File: src/rtl/div_tick_timer_if.sv
// Handshake bundle for div_tick_timer: divided-clock bus, tap select,
// start/pause controls in; tick, hour, running, day_done out.
// master: drives controls (testbench / upstream); slave: the timer.
// With STEP_BUTTON_EN defined the bundle also carries the step input.
interface div_tick_timer_if;
   logic [31:0] divided_clocks;
   logic [4:0]  tap_sel;
   logic        start;
   logic        pause;
`ifdef STEP_BUTTON_EN
   logic        step;
`endif
   logic        tick;
   logic [2:0]  hour;
   logic        running;
   logic        day_done;

   modport master (
`ifdef STEP_BUTTON_EN
      output step,
`endif
      output divided_clocks, tap_sel, start, pause,
      input  tick, hour, running, day_done
   );

   modport slave (
`ifdef STEP_BUTTON_EN
      input  step,
`endif
      input  divided_clocks, tap_sel, start, pause,
      output tick, hour, running, day_done
   );
endinterface

File: src/rtl/div_tick_timer.sv
// div_tick_timer: picks one divided-clock bit as a time base, emits a
// one-cycle tick per rising edge of it, and counts HOURS (2..8) ticks
// per simulated day under an IDLE/RUN/PAUSED/DONE state machine.
// Ports: clock, reset (sync, active high); bus (div_tick_timer_if.slave)
//   in : divided_clocks[31:0], tap_sel[4:0], start, pause (step)
//   out: tick, hour[2:0], running, day_done
// Optional macro STEP_BUTTON_EN adds a step input that also makes ticks.
module div_tick_timer #(
   parameter int HOURS = 8
) (
   input logic             clock,
   input logic             reset,
   div_tick_timer_if.slave bus
);

   localparam logic [2:0] LAST = 3'(HOURS - 1);

   typedef enum logic [1:0] {
      S_IDLE,
      S_RUN,
      S_PAUSED,
      S_DONE
   } state_t;

   state_t     r_state;
   state_t     w_state_nxt;
   logic [2:0] r_hour;
   logic [2:0] w_hour_nxt;
   logic       r_tap_q;
   logic [4:0] r_tap_sel_q;
   logic       r_tick;
   logic       w_tap;
   logic       w_edge;

   assign w_tap = bus.divided_clocks[bus.tap_sel];

`ifdef STEP_BUTTON_EN
   logic r_step_q;
   logic w_step_edge;

   assign w_step_edge = bus.step & ~r_step_q;

   always_ff @(posedge clock) begin
      if (reset) r_step_q <= 1'b0;
      else       r_step_q <= bus.step;
   end

   // A tap edge on the cycle tap_sel moves is bogus; step is not.
   assign w_edge = (w_tap & ~r_tap_q & (bus.tap_sel == r_tap_sel_q))
                 | w_step_edge;
`else
   assign w_edge = w_tap & ~r_tap_q & (bus.tap_sel == r_tap_sel_q);
`endif

   // tap_sel_q follows tap_sel even in reset, so the first
   // post-reset cycle is not mistaken for a tap switch.
   always_ff @(posedge clock) begin
      r_tap_sel_q <= bus.tap_sel;
      if (reset) begin
         r_tap_q <= 1'b0;
         r_tick  <= 1'b0;
      end else begin
         r_tap_q <= w_tap;
         r_tick  <= w_edge;
      end
   end

   always_ff @(posedge clock) begin
      if (reset) begin
         r_state <= S_IDLE;
         r_hour  <= 3'd0;
      end else begin
         r_state <= w_state_nxt;
         r_hour  <= w_hour_nxt;
      end
   end

   always_comb begin
      w_state_nxt = r_state;
      w_hour_nxt  = r_hour;
      unique case (r_state)
         S_IDLE: begin
            w_hour_nxt = 3'd0;
            if (bus.start) w_state_nxt = S_RUN;
         end
         S_RUN: begin
            // The last tick of the day beats a coincident pause.
            if (r_tick && (r_hour == LAST)) begin
               w_state_nxt = S_DONE;
            end else begin
               if (r_tick)    w_hour_nxt  = r_hour + 3'd1;
               if (bus.pause) w_state_nxt = S_PAUSED;
            end
         end
         S_PAUSED: begin
            if (bus.start && !bus.pause) w_state_nxt = S_RUN;
         end
         S_DONE: begin
            if (bus.start) begin
               w_state_nxt = S_RUN;
               w_hour_nxt  = 3'd0;
            end
         end
         default: begin
            w_state_nxt = S_IDLE;
            w_hour_nxt  = 3'd0;
         end
      endcase
   end

   assign bus.tick     = r_tick;
   assign bus.hour     = r_hour;
   assign bus.running  = (r_state == S_RUN);
   assign bus.day_done = (r_state == S_DONE);

endmodule

File: src/flat_wrapper.sv
// flat-port wrapper written by rule: the top's interface ports become plain ports
module div_tick_timer_flat 
#(
   parameter int HOURS = 8
)
  (clock, reset, bus_divided_clocks, bus_tap_sel, bus_start, bus_pause, bus_tick, bus_hour, bus_running, bus_day_done);
  div_tick_timer_if bus_i ();
  input logic clock;
  input logic reset;
  input wire logic [$bits(bus_i.divided_clocks)-1:0] bus_divided_clocks;
  input wire logic [$bits(bus_i.tap_sel)-1:0] bus_tap_sel;
  input wire logic [$bits(bus_i.start)-1:0] bus_start;
  input wire logic [$bits(bus_i.pause)-1:0] bus_pause;
  output wire logic [$bits(bus_i.tick)-1:0] bus_tick;
  output wire logic [$bits(bus_i.hour)-1:0] bus_hour;
  output wire logic [$bits(bus_i.running)-1:0] bus_running;
  output wire logic [$bits(bus_i.day_done)-1:0] bus_day_done;
  assign bus_i.divided_clocks = bus_divided_clocks;
  assign bus_i.tap_sel = bus_tap_sel;
  assign bus_i.start = bus_start;
  assign bus_i.pause = bus_pause;
  assign bus_tick = bus_i.tick;
  assign bus_hour = bus_i.hour;
  assign bus_running = bus_i.running;
  assign bus_day_done = bus_i.day_done;
  div_tick_timer #(.HOURS(HOURS)) u_core (.clock(clock), .reset(reset), .bus(bus_i));
endmodule
File: config.mk
export PLATFORM = sky130hd
export DESIGN_NAME = div_tick_timer_flat
export DESIGN_NICKNAME = d
export VERILOG_FILES = /design/src/rtl/div_tick_timer_if.sv /design/src/rtl/div_tick_timer.sv /design/src/flat_wrapper.sv
export SDC_FILE = /design/constraint.sdc
export NUM_CORES = 1
export LEC_CHECK = 0
export ABC_AREA = 0
export BUFFER_PORTS_ARGS = -buffer_cell sky130_fd_sc_hd__buf_2
export CAP_MARGIN = 20
export CORE_AREA = 2 2 42 53
export DETAILED_ROUTE_END_ITERATION = 10
export DIE_AREA = 0 0 44 55
export GPL_ROUTABILITY_DRIVEN = 0
export HOLD_SLACK_MARGIN = 0.12
export PLACE_DENSITY = 0.8
export REMOVE_ABC_BUFFERS = 1
export SYNTH_ARGS = -nofsm -noshare
export SYNTH_HDL_FRONTEND = slang
export SYNTH_SLANG_ARGS = --single-unit
export TNS_END_PERCENT = 10
File: constraint.sdc
create_clock -name clock -period 2.55 [get_ports clock]
set_clock_uncertainty 0.05 [all_clocks]
set_input_delay 0.1275 -clock clock [delete_from_list [all_inputs] [get_ports clock]]
set_output_delay 0.1275 -clock clock [all_outputs]
set_load 0.005 [all_outputs]
Yosys cells after proc, flatten, opt, wreduce, memory -nomap -nowiden
Index checks and enable logic that the tools add are counted.
Storage, ports and cells
  register bits after elaboration: 12
  bits of input ports: 41
  output and inout port bits: 6
  logic and storage cells: 40
Operators by class
  $add $sub $neg: 1
  magnitude comparators: 1
  eq/ne operators: 11
  multiplexer cells: 11
  bitwise logic cells: 3
  reduce and logical (&&, ||, !) cells: 8
Operator list (number)
  $mux W3: 3
  $pmux W3 S3: 1
  $mux W2: 4
  $lt A5 B6 Y1 const B: 1
  $ne A2 B1 Y1 const B: 3
  $pmux W2 S3: 1
  $bmux W1 S5: 1
  $eq A5 B5 Y1: 1
  $eq A2 B2 Y1 const B: 2
  $ne A2 B2 Y1 const B: 2
  $reduce_and A4 Y1: 1
  $add A3 B1 Y3 const B: 1
  $eq A3 B3 Y1 const B: 1
  $ne A3 B2 Y1 const B: 1
  $reduce_and A3 Y1: 1
  $reduce_bool A3 Y1: 1
  $and A1 B1 Y1: 2
  $eq A2 B1 Y1 const B: 1
  $logic_and A1 B1 Y1: 2
  $logic_not A2 Y1: 1
  $reduce_or A2 Y1: 1
  $logic_not A1 Y1: 1
  $mux W1: 1
  $not A1 Y1: 1

Longest topological paths before layout
Gate-level depths: netlist (run 1).
  depth in word-level cells: 4
  gate-level depth with buffers: 6
  depth with buffers taken out: 6

Worst setup path after synthesis (run 1)
No wires, ideal clock.
  kind: register to register
  start: register u_core.r_hour[0] (netlist: u_core.bus.hour[0])
  end: register u_core.r_hour[0] (netlist: u_core.bus.hour[0])
  setup time: 0.114 ns
  data arrival time: 1.542 ns
  data required time: 2.386 ns
  setup slack: 0.843 ns
  cell stages (with the launch flop): 7
  path buffers: 0
  period minus slack after synthesis: 1.707 ns
  cell sequence: dfxtp_1 > ha_1 > ha_1 > nand2b_1 > a221oi_1 > mux2i_1 > nor2_1
Between the ends
  longest elaborated chain between the ends: 4
  elaborated cells between the ends (all ways): 8
  classes of those cells: add/sub: 1; eq/ne: 2; mux: 3; reduce/logical: 2
RTL lines
  start: declaration: RTL line div_tick_timer.sv:27  | logic [2:0] r_hour;
  start signal: assignment: RTL line div_tick_timer.sv:74  | r_hour <= w_hour_nxt;
  $add A3 B1 Y3 or $eq A3 B3 Y1 (tied branches): RTL line div_tick_timer.sv:91, div_tick_timer.sv:88
  $mux W3 or $logic_and A1 B1 Y1 (tied branches): RTL line div_tick_timer.sv:91, div_tick_timer.sv:88
  $mux W3 or $ne A2 B2 Y1 (tied branches)
  $pmux W3 S3 or $reduce_and A4 Y1 (tied branches)
Parallel ways exist; a longest one is shown, timed or not. The select of a mux whose other input is x is not followed.
A chain may end at the register's enable or synchronous reset.

Worst setup path in the final report (run 1)
Same ends and word-level chain as after synthesis.

==> flow_metrics.tcl, run 1 <==
set metrics [dict create \
    status "complete, no violations" \
    comb_power_share_pct 42.3 \
    numPortBuffers 46 \
    clockBufferDepth 2 \
    hold_buffers 6 \
    overflow 0 \
    clk_pin_slew_ns 0.07 \
    core_area_mm2 0.001937 \
    grt_pass1_wl_mm 2.635 \
    slew_headroom_pct 57.94 \
    synth-main-ff-cell "dfxtp_1" \
    synthCells 79 \
    htreeDepth 1 \
    setup_viol 0 \
    antenna_cells 0 \
    async_reset_ff_share_pct 0 \
    fin_cells 151 \
    syn_area_per_cell_um2 10.72 \
    r2r.worst_path.cells 6 \
    period_minus_slack_ns 1.907 \
    fin_crit_sh_pct 74.79 \
    ys_seq_elements 12 \
    via_per_inst 5.106 \
    grt_max_degree 17 \
    avgRoutedWirePerCell_um 11.03 \
    drt-total-wl_mm 1.666 \
    firstDrtPassIters 4 \
    hpwl_mm 1.398 \
    power_frac_seq_pct 35.8 \
    die_area_mm2 0.002420 \
    multiInputGateArea_um2 551.8 \
    root_buffer "clkbuf_4" \
    final_nets 179 \
    io_pins 47 \
    crit_path_end_kind "register" \
    clock_latency_ns 0.27 \
    setup-tns-final_ns 0 \
    grt_pass1_vias 701 \
    yosys_warnings 0 \
    reg2reg_setup_slack_ns 0.64 \
    synthesis.area_um2 847.1 \
    final_antenna_net_count 0 \
    vias 771 \
    drv_cap 0 \
    grt.total_usage_pct 14.72 \
    tightest_slew_ns 0.6309 \
    die_x_um 44 \
    finalHoldViolations 0 \
    p_sw_w 0.0002212 \
    synth_cell_types 27 \
    post_cts_resized 0 \
    cts.sinks 12 \
    r2r-start "u_core.bus.hour[0]$_SDFFE_PP0P_" \
    min_path_type "in2reg" \
    drc_errors 0 \
    die_h_um 55 \
    cts_tree "done" \
    fin_total_pwr_w 0.0006746 \
    floorplan.initialDensity_pct 43.73 \
    timing.hold.ws_ns 0.1394 \
    rows 18 \
    critPathRequiredTime_ns 2.66 \
    synth_edf_count 0 \
    fill_cells 168 \
    clkPwrFrac_pct 21.9 \
    peakVddDrop_v 0.0003054 \
    rsz0062_at_grt "false" \
    cts_setup_buffers 0 \
    numCtsBuffers 3 \
    p_per_area_mw_per_mm2 582.2 \
    grt_antenna_before_repair 0 \
    numPlacedInstances 141 \
    crit_fanout 5 \
    worstHoldStart "bus_tap_sel[1]" \
    path_class "reg2reg" \
    p_sw_share_pct 32.80 \
    cp-startpoint "u_core.bus.hour[0]$_SDFFE_PP0P_" \
    start_kind "register" \
    arrival_ns 2.02 \
    drive_gt1_share_pct 41.22 \
    cellInternalPower_w 0.0004533 \
    fmax_ghz 0.5244 \
    dr.first_iter.drc_count 3 \
    worstHoldPathCells 1 \
    register_area_um2 240.2 \
    report.final.slew_viol_count 0 \
    leakage_nw 0.5928 \
    yosysSeqAreaShare_pct 28.36 \
    syn2layout_area_growth_pct 36.78 \
]
flip-flops by register name, indices dropped and copies added (netlist names):
| register | count |
|---|---|
| u_core.r_tap_sel_q | 5 |
| u_core.bus.hour | 3 |
| u_core.r_state | 2 |
| u_core.bus.tick | 1 |
| u_core.r_tap_q | 1 |
cell type report:
cell class                      count  area share, %
Multi-Input combinational cell     59          47.62
Timing Repair Buffer               52          25.05
Tap cell                           20          2.160
Sequential cell                    12          20.73
Clock buffer                        4          3.132
Inverter                            4          1.296
critical path: stages, from the launching register on:
cell,delay [ns]
dfxtp_1,0.34
ha_1,0.20
ha_1,0.19
nand2b_1,0.15
a221oi_1,0.56
mux2i_1,0.26
nor2_1,0.05
cell usage in the layout (no fill, tap or decap), drive strengths merged, types with 2 or more instances in the layout:
master	Yosys	routed
and2	2	2
inv	4	4
dfxtp	12	12
xnor2	4	4
ha	6	6
dlygate4sd3	0	6
mux2i	14	14
buf	3	46
nand3	2	2
nor2b	2	2
nand2	3	3
nor2	4	4
nand2b	3	3
a21oi	3	3
clkbuf	1	4
a221oi	3	3
mux4	5	5
cells by family (layout without fill, tap and decap cells):
group / after synthesis / after routing / synth area share [%]
muxes: 19 / 19 / 30.72
buffers and inverters: 8 / 60 / 6.498
adders and majority gates: 6 / 6 / 8.862
and+or+nand+nor: 19 / 19 / 11.52
xor gates and xnor gates: 5 / 5 / 5.170
AOI/OAI and AO/OA: 10 / 10 / 8.862
DFF: 12 / 12 / 28.36
layer usage:
| layer | GRT usage (%) | up-vias | part of all wire, % |
|---|---|---|---|
| li1 | - | 394 | - |
| met1 | 14.20 | 328 | 40 |
| met2 | 31.13 | 49 | 49 |
| met3 | 3.247 | 0 | 11 |
| met4 | 3.030 | 0 | 0 |
| met5 | 0 | - | 0 |
synth_stat cells, drive strengths merged (2+ instances only):
cell type / number / area [µm²]
a221oi: 3 / 26.28
ha: 6 / 75.07
nor2b: 2 / 12.51
and2: 2 / 12.51
xnor2: 4 / 35.03
dfxtp: 12 / 240.2
nand2b: 3 / 18.77
inv: 4 / 15.01
nand3: 2 / 10.01
mux2i: 14 / 140.1
buf: 3 / 36.28
nand2: 3 / 11.26
a21oi: 3 / 15.01
mux4: 5 / 120.1
nor2: 4 / 15.01
worst paths after layout:
kind | end
worst min-delay path | u_core.r_tap_sel_q[1]$_DFF_P_
worst max-delay path | u_core.bus.hour[0]$_SDFFE_PP0P_
worst min register to register | u_core.bus.hour[2]$_SDFFE_PP0P_
worst max register to register | u_core.bus.hour[0]$_SDFFE_PP0P_
through the flow:
stage               setup WS [ns]  util (%)  cell area, µm²
floorplan                  0.8431         -           807.0
global placement           0.7861     54.85            1062
detailed placement         0.6486     54.85            1062
CTS                        0.6384     59.82            1159
global route               0.4940     59.82            1159
finish                     0.6429     59.82            1159
power groups by stage:
stage	clock network [W]	logic [W]	registers, W
after floorplan	0	0.000189	0.000242
after global placement	0	0.000268	0.000243
after detailed placement	0	0.000281	0.000246
after CTS	0.000151	0.000288	0.000242
after global routing	0.000160	0.000317	0.000246
final	0.000148	0.000285	0.000242
No activity file was read; power rests on OpenSTA's default activity.
==> run 2, diff against run 1 <==
--- a/config.mk
+++ b/config.mk
@@ -8,12 +8,12 @@
 export ABC_AREA = 0
 export BUFFER_PORTS_ARGS = -buffer_cell sky130_fd_sc_hd__buf_2
 export CAP_MARGIN = 20
-export CORE_AREA = 2 2 42 53
+export CORE_AREA = 2 2 45 58
 export DETAILED_ROUTE_END_ITERATION = 10
-export DIE_AREA = 0 0 44 55
+export DIE_AREA = 0 0 47 60
 export GPL_ROUTABILITY_DRIVEN = 0
 export HOLD_SLACK_MARGIN = 0.12
-export PLACE_DENSITY = 0.8
+export PLACE_DENSITY = 0.72
 export REMOVE_ABC_BUFFERS = 1
 export SYNTH_ARGS = -nofsm -noshare
 export SYNTH_HDL_FRONTEND = slang
==> constraint.sdc (replaced) <==
create_clock -name clock -period 1.6 [get_ports clock]
set_clock_uncertainty 0.05 [all_clocks]
set_input_delay 0.08 -clock clock [delete_from_list [all_inputs] [get_ports clock]]
set_output_delay 0.08 -clock clock [all_outputs]
set_load 0.005 [all_outputs]
==> run 2 against run 1 <==
Die area rose by 17%. Register-to-register slack got worse by 0.59 ns. Via count rose by 6.9%. Sequential power rose by 61%. Critical path type is now in2reg.
==> flow_metrics.tcl, run 2 (synthesis gave the netlist of run 1 again) <==
set metrics [dict create \
    grt_pass1_wl_mm 3.084 \
    drv_cap 0 \
    cts.sinks 12 \
    floorplan.initialDensity_pct 36.79 \
    die_area_mm2 0.002820 \
    period_minus_slack_ns 1.559 \
    final_nets 188 \
    setup-tns-final_ns 0 \
    numPortBuffers 46 \
    status "complete, no violations" \
    r2r-start "u_core.bus.hour[1]$_SDFFE_PP0P_" \
    postPlaceCellArea_mm2 0.001139 \
    firstDrtPassIters 4 \
    grt_pass1_vias 789 \
    r2r.worst_path.cells 7 \
    start_kind "primary input" \
    via_per_inst 4.763 \
    grt_max_degree 9 \
    final_cell_mix "46 x buf_2, 14 x mux2i_1, 9 x buf_4, 9 x dfxtp_1, 6 x dlygate4sd3_1" \
    io_pins 47 \
    numCtsBuffers 3 \
    fin_util_pct 56.09 \
    drt-total-wl_mm 1.968 \
    tightest_slew_ns 0.2760 \
    min_path_type "in2reg" \
    grt.total_usage_pct 15.68 \
    setup_viol 0 \
    design_area_mm2 0.001291 \
    fin_total_pwr_w 0.001230 \
    crit_path_end_kind "register" \
    drive_gt1_share_pct 50.71 \
    drc_errors 0 \
    clockBufferDepth 2 \
    grt_antenna_before_repair 0 \
    path_class "in2reg" \
    crit_fanout 3 \
    overflow 0 \
    final_antenna_net_count 0 \
    slew_headroom_pct 81.60 \
    rsz0062_at_grt "true" \
    clock_latency_ns 0.27 \
    core_area_mm2 0.002302 \
    rows 20 \
    syn2layout_area_growth_pct 52.44 \
    htreeDepth 1 \
    p_per_area_mw_per_mm2 952.7 \
    avgRoutedWirePerCell_um 11.38 \
    dr.first_iter.drc_count 8 \
    reg2reg_setup_slack_ns 0.05 \
    largest_register "u_core.r_tap_sel_q" \
    fill_cells 215 \
    clk_pin_slew_ns 0.07 \
    antenna_cells 0 \
    peakVddDrop_v 0.0004630 \
    leakage_nw 0.6375 \
    arrival_ns 1.73 \
    critPathCapture "u_core.bus.tick$_SDFF_PP0_" \
    vias 824 \
    cp-startpoint "bus_tap_sel[2]" \
    report.final.slew_viol_count 0 \
    root_buffer "clkbuf_4" \
    die_h_um 60 \
    critPathRequiredTime_ns 1.77 \
    finalHoldViolations 0 \
    die_x_um 47 \
    cts_tree "done" \
    largest_reg_flops 5 \
    fin_crit_sh_pct 97.41 \
    r2r-end "u_core.bus.hour[0]$_SDFFE_PP0P_" \
    fmax_ghz 0.6416 \
    mostFrequentLayoutCell "buf_2" \
]
run 2: critical path, cell delays in order:
cell and delay [ns]:
dlygate4sd3_1 0.52, buf_2 0.15, mux4_2 0.50, a221oi_1 0.29, and3_1 0.19
run 2: metal layers:
metal	track usage (%)	part of all wire, %
met1	15.04	35
met3	1.813	8.3
met4	8.333	2.4
met2	30.33	54
met5	0	0
run 2: repair_timing:
item | in CTS | in global routing
resized for setup | 6 | 4
pin swaps | 1 | 3
endpoints found under the hold margin | 9 | 0
setup buffers | 0 | 1
setup endpoints to repair | 3 | 5
hold buffers | 6 | 0
run 2: worst min path at each step:
stage          slack, ns            from  cells past startpoint                             to
3_3_place_gp        0.21  bus_tap_sel[4]                      1  u_core.r_tap_sel_q[4]$_DFF_P_
4_1_cts             0.14  bus_tap_sel[1]                      2  u_core.r_tap_sel_q[1]$_DFF_P_
6_report            0.15  bus_tap_sel[1]                      2  u_core.r_tap_sel_q[1]$_DFF_P_
3_5_place_dp        0.21  bus_tap_sel[3]                      1  u_core.r_tap_sel_q[3]$_DFF_P_
5_1_grt             0.14  bus_tap_sel[1]                      2  u_core.r_tap_sel_q[1]$_DFF_P_
2_1_floorplan       0.06  bus_tap_sel[0]                      0  u_core.r_tap_sel_q[0]$_DFF_P_
run 2: through the flow:
stage,hold slack (ns),instances,setup slack (ns)
detailed placement,0.2075,162,-0.06549
CTS,0.1393,172,0.006336
global placement,0.2109,162,0.008601
global route,0.1450,173,-0.07023
floorplan,0.05772,75,-0.1069
finish,0.1488,173,0.04146
run 2: cell type report:
class	count	area (µm²)	share of cell area (%)
Multi-Input combinational cell	59	596.8	46.22
Timing Repair Buffer	61	357.8	27.71
Sequential cell	12	244.0	18.90
Tap cell	33	41.29	3.198
Clock buffer	4	36.28	2.810
Inverter	4	15.01	1.163
run 2: where the power goes:
group          internal, W  leakage, nW  switching (W)
Sequential        0.000351        0.101      0.0000395
Combinational     0.000339        0.516       0.000263
Clock             0.000139       0.0210      0.0000991
Total             0.000829        0.637       0.000401
